File: src/rtl/ifetch_stage.sv
// Instruction-fetch stage: owns the PC, drives the instruction memory address and
// registers the fetched instruction into the IF/ID pipeline register.
module ifetch_stage #(
  parameter int          ADDR_W  = 6,
  parameter int          INSTR_W = 32,
  parameter logic [3:0]  HALT_OP = 4'b1111
) (
  input  logic               clk,
  input  logic               reset,
  input  logic               stall,
  input  logic               branch_taken,
  input  logic [ADDR_W-1:0]  branch_target,
  output logic [ADDR_W-1:0]  imem_addr,
  input  logic [INSTR_W-1:0] imem_data,
  output logic [INSTR_W-1:0] if_instr,
  output logic [ADDR_W-1:0]  if_pc,
  output logic               if_valid,
  output logic               halted,
  output logic               dbg_state
);

  // Flow control: stall=1 means decode cannot accept a new IF/ID entry, so the
  // register and the PC hold. branch_taken outranks stall, so a redirect is never lost.
  typedef enum logic {RUN = 1'b0, HALTED = 1'b1} state_t;

  state_t               state_q, state_d;
  logic [ADDR_W-1:0]    pc_q, pc_d;
  logic [INSTR_W-1:0]   instr_q, instr_d;
  logic [ADDR_W-1:0]    ifpc_q, ifpc_d;
  logic                 valid_q, valid_d;
  logic                 halted_q, halted_d;
  logic [3:0]           opcode;

  assign opcode = imem_data[INSTR_W-1:INSTR_W-4];

  always_ff @(posedge clk or posedge reset) begin
    if (reset) begin
      state_q  <= RUN;
      pc_q     <= '0;
      instr_q  <= '0;
      ifpc_q   <= '0;
      valid_q  <= 1'b0;
      halted_q <= 1'b0;
    end else begin
      state_q  <= state_d;
      pc_q     <= pc_d;
      instr_q  <= instr_d;
      ifpc_q   <= ifpc_d;
      valid_q  <= valid_d;
      halted_q <= halted_d;
    end
  end

  always_comb begin
    state_d  = state_q;
    pc_d     = pc_q;
    instr_d  = instr_q;
    ifpc_d   = ifpc_q;
    valid_d  = valid_q;
    halted_d = halted_q;
    case (state_q)
      RUN: begin
        if (branch_taken) begin
          // Flush: whatever is on imem_data this cycle is dropped.
          pc_d    = branch_target;
          instr_d = '0;
          ifpc_d  = '0;
          valid_d = 1'b0;
        end else if (!stall) begin
          instr_d = imem_data;
          ifpc_d  = pc_q;
          valid_d = 1'b1;
          if (opcode == HALT_OP) begin
            halted_d = 1'b1;
            state_d  = HALTED;
          end else begin
            pc_d = pc_q + 1'b1;
          end
        end
      end
      HALTED: begin
        // HALT stays visible until decode accepts it, then only bubbles follow.
        if (!stall) valid_d = 1'b0;
      end
      default: state_d = RUN;
    endcase
  end

  assign imem_addr = pc_q;
  assign if_instr  = instr_q;
  assign if_pc     = ifpc_q;
  assign if_valid  = valid_q;
  assign halted    = halted_q;
  assign dbg_state = state_q;

endmodule

File: config.mk
export PLATFORM = sky130hd
export DESIGN_NAME = ifetch_stage
export DESIGN_NICKNAME = d
export VERILOG_FILES = /design/src/rtl/ifetch_stage.sv
export SDC_FILE = /design/constraint.sdc
export NUM_CORES = 1
export LEC_CHECK = 0
export ABC_CLOCK_PERIOD_IN_PS = 1900
export CAP_MARGIN = 10
export CORE_MARGIN = 5
export CORE_UTILIZATION = 40
export DETAILED_ROUTE_END_ITERATION = 16
export GPL_ROUTABILITY_DRIVEN = 0
export GPL_TIMING_DRIVEN = 0
export PLACE_DENSITY = 0.79
export SLEW_MARGIN = 10
export SYNTH_ARGS = -nofsm -noshare
export SYNTH_HDL_FRONTEND = slang
export SYNTH_SLANG_ARGS = --single-unit
File: constraint.sdc
create_clock -name clk -period 1.9 [get_ports clk]
set_input_delay 0.285 -clock clk [delete_from_list [all_inputs] [get_ports clk]]
set_output_delay 0.285 -clock clk [all_outputs]
set_load 0.02 [all_outputs]
; ---- After elaboration in Yosys (flattened, before gate mapping)
; Cells that the tools add are included.
[word_totals]
inputBits = 42
wordCells = 34
register_bits = 47
out_inout_bits = 47
[op_classes]
n_bitwise = 3
mux = 15
reduce_logical = 4
add_sub_neg = 1
eq_ne = 5
[ops]
columns = operator, n
row1 = 2-to-1 mux 32 bit, 2
row2 = 2-to-1 mux 6 bit, 5
row3 = 2-to-1 mux 1 bit, 7
row4 = adder 6 x 1 -> 6 bit (second input constant), 1
row5 = equality test 4 bit (second input constant), 1
row6 = != test 2 bit (second input constant), 2
row7 = AND reduction 2 bit, 2
row8 = AND reduction 4 bit, 1
row9 = != test 3 bit (second input constant), 1
row10 = inverter 1 bit, 3
row11 = AND reduction 3 bit, 1
row12 = != test 2 x 1 -> 1 bit (second input constant), 1
row13 = case mux 1 bit (2 select lines), 1

; ---- Logic depth before layout (Yosys ltp)
; Gate-level depths: netlist of run 1.
[depth]
word_depth = 5
depth_mapped = 5
mapped_depth_nobuf = 5

; ---- Worst setup path after synthesis of run 1
; Ideal clock, no wire load.
[synth_timing]
path_type = register to register
startpoint = reg state_q, in the netlist dbg_state
endpoint = reg ifpc_q[2], in the netlist if_pc[2]
slack_ns = 0.653
path_stages_with_launch = 5
period_less_slack_ns = 1.247
n_path_buf = 2
t_arrival_ns = 1.181
setup_time_ns = 0.066
path_cell_list = dfrtp_1 -> nor3_2 -> buf_2 -> buf_4 -> a22o_1
[synth_between]
elab_chain_len = 2
[synth_lines]
columns = element, line
row1 = start: declaration, 26  ; state_t state_q, state_d;
row2 = start signal: assignment, 45  ; state_q <= state_d;
row3 = inverter 1 bit (no source line), -
row4 = AND reduction 2 bit (no source line), -
row5 = end signal: assignment, 48  ; ifpc_q <= ifpc_d;
row6 = end: declaration, 29  ; logic [ADDR_W-1:0] ifpc_q, ifpc_d;
; No other way between the ends.
; A chain may end at the register's enable or synchronous reset.

; ---- Final worst setup path of run 1
[layout_timing]
startpoint = reg state_q, in the netlist dbg_state
endpoint = out dbg_state
[layout_lines]
columns = element, line
row1 = end: declaration, 19  ; output logic dbg_state
; No word-level cell between the ends.

==> impl_metrics.tcl, run 1 <==
set metrics [dict create \
    outcome "finished clean" \
    synthesis.nets 185 \
    min_period_over_period 0.916 \
    critPathSlowestCell "clkdlybuf4s50_1" \
    ys_seq_area_frac 0.631 \
    die_area_sq_mm 0.00613 \
    r2r_end "if_instr[18]" \
    p_per_area_mw_per_mm2 676 \
    rsz0062_at_grt "no" \
    r2r_slack_ns 0.55 \
    routed_via_density 5.58 \
    die_h_um 78.3 \
    hold_buffers 0 \
    cts_buffers 5 \
    fmax_mhz 575 \
    period_needed_ns 1.74 \
    gr-usage-all-layers 0.173 \
    ys.warnings.count 0 \
    grt_pass1_wl_um 8420 \
    fin_area_sq_mm 0.00293 \
    peakVddDrop_mv 0.315 \
    min_path_type "in2async" \
    maxCapViolations 0 \
    end_kind "primary output" \
    core_sq_mm 0.00444 \
    numPortBuffers 87 \
    wire_per_inst_um 18.3 \
    synth.distinct_cells 31 \
    slew_headroom 0.623 \
    drt_iter0_drc 68 \
    rows 24 \
    ys_seq_elements 47 \
    synth.largest_area_cell "dfrtp_1" \
    endpoint "dbg_state" \
    fill_cells 348 \
    layout-drive-gt1-share 0.0970 \
    clkPwrFrac 0.345 \
    setup_violations 0 \
    finalClockSkew_ns 0.00685 \
    path_delay_family "buffers and inverters" \
    path_depth 1 \
    first_global_vias 1632 \
    switching_share 0.212 \
    place_area_sq_mm 0.00283 \
    synth_top_cell_area_share 0.631 \
    finalMaxSlewViolations 0 \
    path_buf_inv 1 \
    reg2reg_depth 4 \
    cts_tree "done" \
    fin_setup_tns_ns 0 \
    reg2reg_from "dbg_state" \
    hpwl_um 4050 \
    vias 1612 \
    worstPathMaxFanout 8 \
    io_pins 89 \
    utilization 0.659 \
    antenna_found_initial 0 \
    crit_path_start_kind "register" \
    diodes 0 \
    synth_area_leaders "dfrtp_1 (63%), a22o_1 (18%), a21oi_1 (1.6%), buf_2 (1.6%), buf_4 (1.6%)" \
    ctsResizeCount 0 \
    cts.clk_slew.worst_paths_ns 0.08 \
    worst-slew-pin-transition_ns 0.565 \
    syn2layout_area_growth_pct 57.2 \
    critPathMaxStageDelay_ns 0.67 \
    grt_overflow 0 \
    start_util 0.419 \
    crit_path_start "dbg_state" \
    worst-endpoint-required_ns 1.62 \
    most-common-layout-cells "clkdlybuf4s50_1 (87), dfrtp_1 (47), a22o_1 (38)" \
    cts_setup_buffers 0 \
    p_comb_frac 0.129 \
    power_w 0.00198 \
    leakagePower_nw 1.30 \
    synth_area_per_cell_sq_um 13.1 \
    routed_wl_um 5280 \
    final_nets 280 \
    ant_nets 0 \
    finalHoldViolations 0 \
    grt_max_degree 25 \
    clockRootBuffer "clkbuf_8" \
    intPower_w 0.00156 \
    cts_max_level 2 \
    worstSkewPairLatency_ns 0.28 \
    worstPathCellList "clkdlybuf4s50_1" \
    cts_sinks 47 \
    synth.cell_area_sq_mm 0.00186 \
    seqPwrFrac 0.526 \
    drc_errors 0 \
    die-width_um 78.3 \
    p_sw_w 0.000419 \
    clk_path_buf_depth 2 \
    cp.arrival_ns 1.46 \
    synthCells 142 \
    crit_type "reg2out" \
    firstDrtPassIters 4 \
    layout_commonest_cell "clkdlybuf4s50_1" \
]
[through the flow]
stage / cells / hold slack (ns) / worst slack, ns
floorplan: 142 / 0.382 / 0.499
global placement: 281 / 0.454 / -0.412
detailed placement: 282 / 0.461 / 0.0339
CTS: 289 / 0.387 / 0.147
global route: 289 / 0.428 / 0.113
finish: 289 / 0.374 / 0.159
[registers in the layout, summed over array words and instances (netlist names)]
signal and cells:
if_pc 6, halted 1, if_instr 32, imem_addr 6
if_valid 1, dbg_state 1
[kinds of logic after synthesis]
family	count (synthesis)	synth area share
buffers and inverters	16	0.0443
AND/OR/NAND/NOR	17	0.0544
multiplexers	1	0.00537
adder cells (fa/ha/maj)	1	0.00671
AO/OA/AOI/OAI	60	0.258
flip-flops	47	0.631
[cell type report]
| type | count | area (sq um) | share of cell area |
|---|---|---|---|
| Multi-Input combinational cell | 79 | 606 | 0.207 |
| Buffer | 11 | 63.8 | 0.0218 |
| Timing Repair Buffer | 88 | 898 | 0.307 |
| Tap cell | 52 | 65.1 | 0.0222 |
| Clock buffer | 6 | 72.6 | 0.0248 |
| Sequential cell | 47 | 1180 | 0.401 |
| Clock inverter | 1 | 30.0 | 0.0102 |
| Inverter | 5 | 18.8 | 0.00640 |
[synth_stat cells (all sizes together)]
cell / number
a21oi: 6
a22o: 38
a22oi: 1
a2bb2oi: 1
a31oi: 1
a32oi: 1
and2: 1
and3: 2
buf: 10
clkbuf: 1
dfrtp: 47
ha: 1
inv: 5
mux2i: 1
nand2: 1
nand2b: 1
nand3: 2
nand4: 4
nor2: 2
nor2b: 1
nor3: 1
nor3b: 1
nor4: 1
o21ai: 6
o22ai: 2
o2bb2ai: 2
o31ai: 1
o41ai: 1
[metal layers]
| layer | GRT usage | vias to the layer above | wire, um |
|---|---|---|---|
| met5 | 0 | - | 0 |
| met4 | 0.0472 | 0 | 45 |
| met3 | 0.0320 | 5 | 287 |
| met2 | 0.280 | 70 | 2460 |
| met1 | 0.240 | 801 | 2490 |
| li1 | - | 736 | - |
[power by group through the flow]
stage	clock [W]	combinational (W)	sequential (W)
floorplan	0	0.0000565	0.00110
global placement	0	0.000246	0.00106
detailed placement	0	0.000258	0.00106
CTS	0.000699	0.000259	0.00104
global route	0.000751	0.000272	0.00105
finish	0.000685	0.000255	0.00104
[worst register-to-register path, cell delays in order (launching register included)]
cell and delay, ns:
dfrtp_1 0.48, nor3_2 0.21, buf_2 0.24, buf_4 0.22, a22o_1 0.15
[how the worst min path moves through the flow]
stage                   endpoint  slack, ns
floorplan                 halted       0.38
global placement          halted       0.45
detailed placement        halted       0.46
CTS                 if_instr[25]       0.39
global route        if_instr[25]       0.43
finish              if_instr[12]       0.37
Power figures use the tool's default switching activity.
==> run 2: changes to the inputs <==
--- a/config.mk
+++ b/config.mk
@@ -13,7 +13,7 @@
 export GPL_ROUTABILITY_DRIVEN = 0
 export GPL_TIMING_DRIVEN = 0
 export PLACE_DENSITY = 0.79
-export SLEW_MARGIN = 10
+export SLEW_MARGIN = 0
 export SYNTH_ARGS = -nofsm -noshare
 export SYNTH_HDL_FRONTEND = slang
 export SYNTH_SLANG_ARGS = --single-unit
==> run 2 against run 1 <==
  * Count of clock-buffer cells in the layout stayed put
  * Highest routed layer unchanged
  * Clock skew is 0.0017 ns lower
  * Via count is 2.0% higher
  * Sequential power hardly changed
  * Power is 5.7% lower
  * Combinational power hardly changed
  * Die area stayed put
==> impl_metrics.tcl, run 2 (synthesis gave the netlist of run 1 again) <==
set metrics [dict create \
    crit_path_start "dbg_state" \
    cts_max_level 2 \
    io_pins 89 \
    cp.arrival_ns 1.47 \
    crit_path_start_kind "register" \
    routed_wl_um 5430 \
    die-width_um 78.3 \
    slew_headroom 0.706 \
    setup_violations 0 \
    cts_sinks 47 \
    clockRootBuffer "clkbuf_8" \
    firstDrtPassIters 4 \
    maxCapViolations 0 \
    diodes 0 \
    routed_via_density 5.67 \
    final_nets 280 \
    reg2reg_depth 4 \
    path_delay_family "buffers and inverters" \
    cts_buffers 5 \
    gr-usage-all-layers 0.181 \
    worstPathMaxFanout 8 \
    rsz0062_at_grt "no" \
    ctsResizeCount 0 \
    fmax_mhz 570 \
    path_depth 1 \
    critPathMaxStageDelay_ns 0.67 \
    end_kind "primary output" \
    hpwl_um 4090 \
    period_needed_ns 1.76 \
    finalMaxSlewViolations 0 \
    layout_commonest_cell "clkdlybuf4s50_1" \
    most-common-layout-cells "clkdlybuf4s50_1 (87), dfrtp_1 (47), a22o_1 (38)" \
    core_sq_mm 0.00444 \
    worstSkewPairLatency_ns 0.29 \
    die_area_sq_mm 0.00613 \
    drt_iter0_drc 88 \
    hold_buffers 0 \
    wire_per_inst_um 18.7 \
    largest_register_ffs 32 \
    min_path_type "in2async" \
    start_util 0.419 \
    cts_setup_buffers 0 \
    worstPathCellList "clkdlybuf4s50_1" \
    rows 24 \
    setup_ws_ns 0.145 \
    cts.clk_slew.worst_paths_ns 0.09 \
    clk_path_buf_depth 2 \
    worst-endpoint-required_ns 1.62 \
    die_h_um 78.3 \
    leakagePower_nw 1.28 \
    critPathSlowestCell "clkdlybuf4s50_1" \
    reg2reg_from "dbg_state" \
    syn2layout_area_growth_pct 55.8 \
    grt_overflow 0 \
    antenna_found_initial 0 \
    fin_cells 290 \
    path_buf_inv 1 \
    drc_errors 0 \
    pre_cts_ws_ns 0.0237 \
    place_area_sq_mm 0.00282 \
    peakVddDrop_mv 0.331 \
    placed_cells 282 \
    p_per_area_mw_per_mm2 643 \
    crit_type "reg2out" \
    layout-drive-gt1-share 0.101 \
    finalClockSkew_ns 0.00519 \
    grt_pass1_wl_um 8690 \
    grt_max_degree 44 \
    numPortBuffers 87 \
    ant_nets 0 \
    first_global_vias 1659 \
    vias 1644 \
    finalHoldViolations 0 \
    fin_area_sq_mm 0.00291 \
    outcome "finished clean" \
    worst-slew-pin-transition_ns 0.441 \
    cts_tree "done" \
    min_period_over_period 0.924 \
]
-- run 2: final timing paths --
path / slack, ns / endpoint
setup / recovery: 0.14 / dbg_state
hold reg to reg: 0.47 / halted
max in group asynchronous: 1.28 / dbg_state
min in group clk: 0.46 / imem_addr[5]
setup reg to reg: 0.53 / if_instr[18]
hold / removal: 0.17 / if_instr[12]
-- run 2: power breakdown --
group          leakage [nW]  switching (W)  internal, W  total (W)
clock                0.0412       0.000316     0.000257   0.000573
sequential            0.628      0.0000158      0.00103    0.00104
combinational         0.614       0.000104     0.000149   0.000253
-- run 2: through the flow --
step / total power, W / utilization / setup TNS (ns) / hold WS, ns
floorplan: 0.00115 / - / 0 / 0.382
global placement: 0.00131 / 0.630 / -19.31 / 0.454
detailed placement: 0.00132 / 0.635 / 0 / 0.461
CTS: 0.00189 / 0.654 / 0 / 0.169
global route: 0.00195 / 0.654 / 0 / 0.179
finish: 0.00187 / 0.654 / 0 / 0.172
-- run 2: layout make-up --
type / count / area (sq um)
Tap cell: 52 / 65.1
Timing Repair Buffer: 88 / 891
Inverter: 5 / 18.8
Clock buffer: 6 / 72.6
Fill cell: 342 / 1540
Sequential cell: 47 / 1180
Buffer: 11 / 63.8
Clock inverter: 2 / 12.5
Multi-Input combinational cell: 79 / 606
-- run 2: metal layers --
layer / track usage / routed length [um]
met5: 0 / 0
met4: 0.0577 / 56
met3: 0.0389 / 360
met2: 0.299 / 2660
met1: 0.240 / 2350
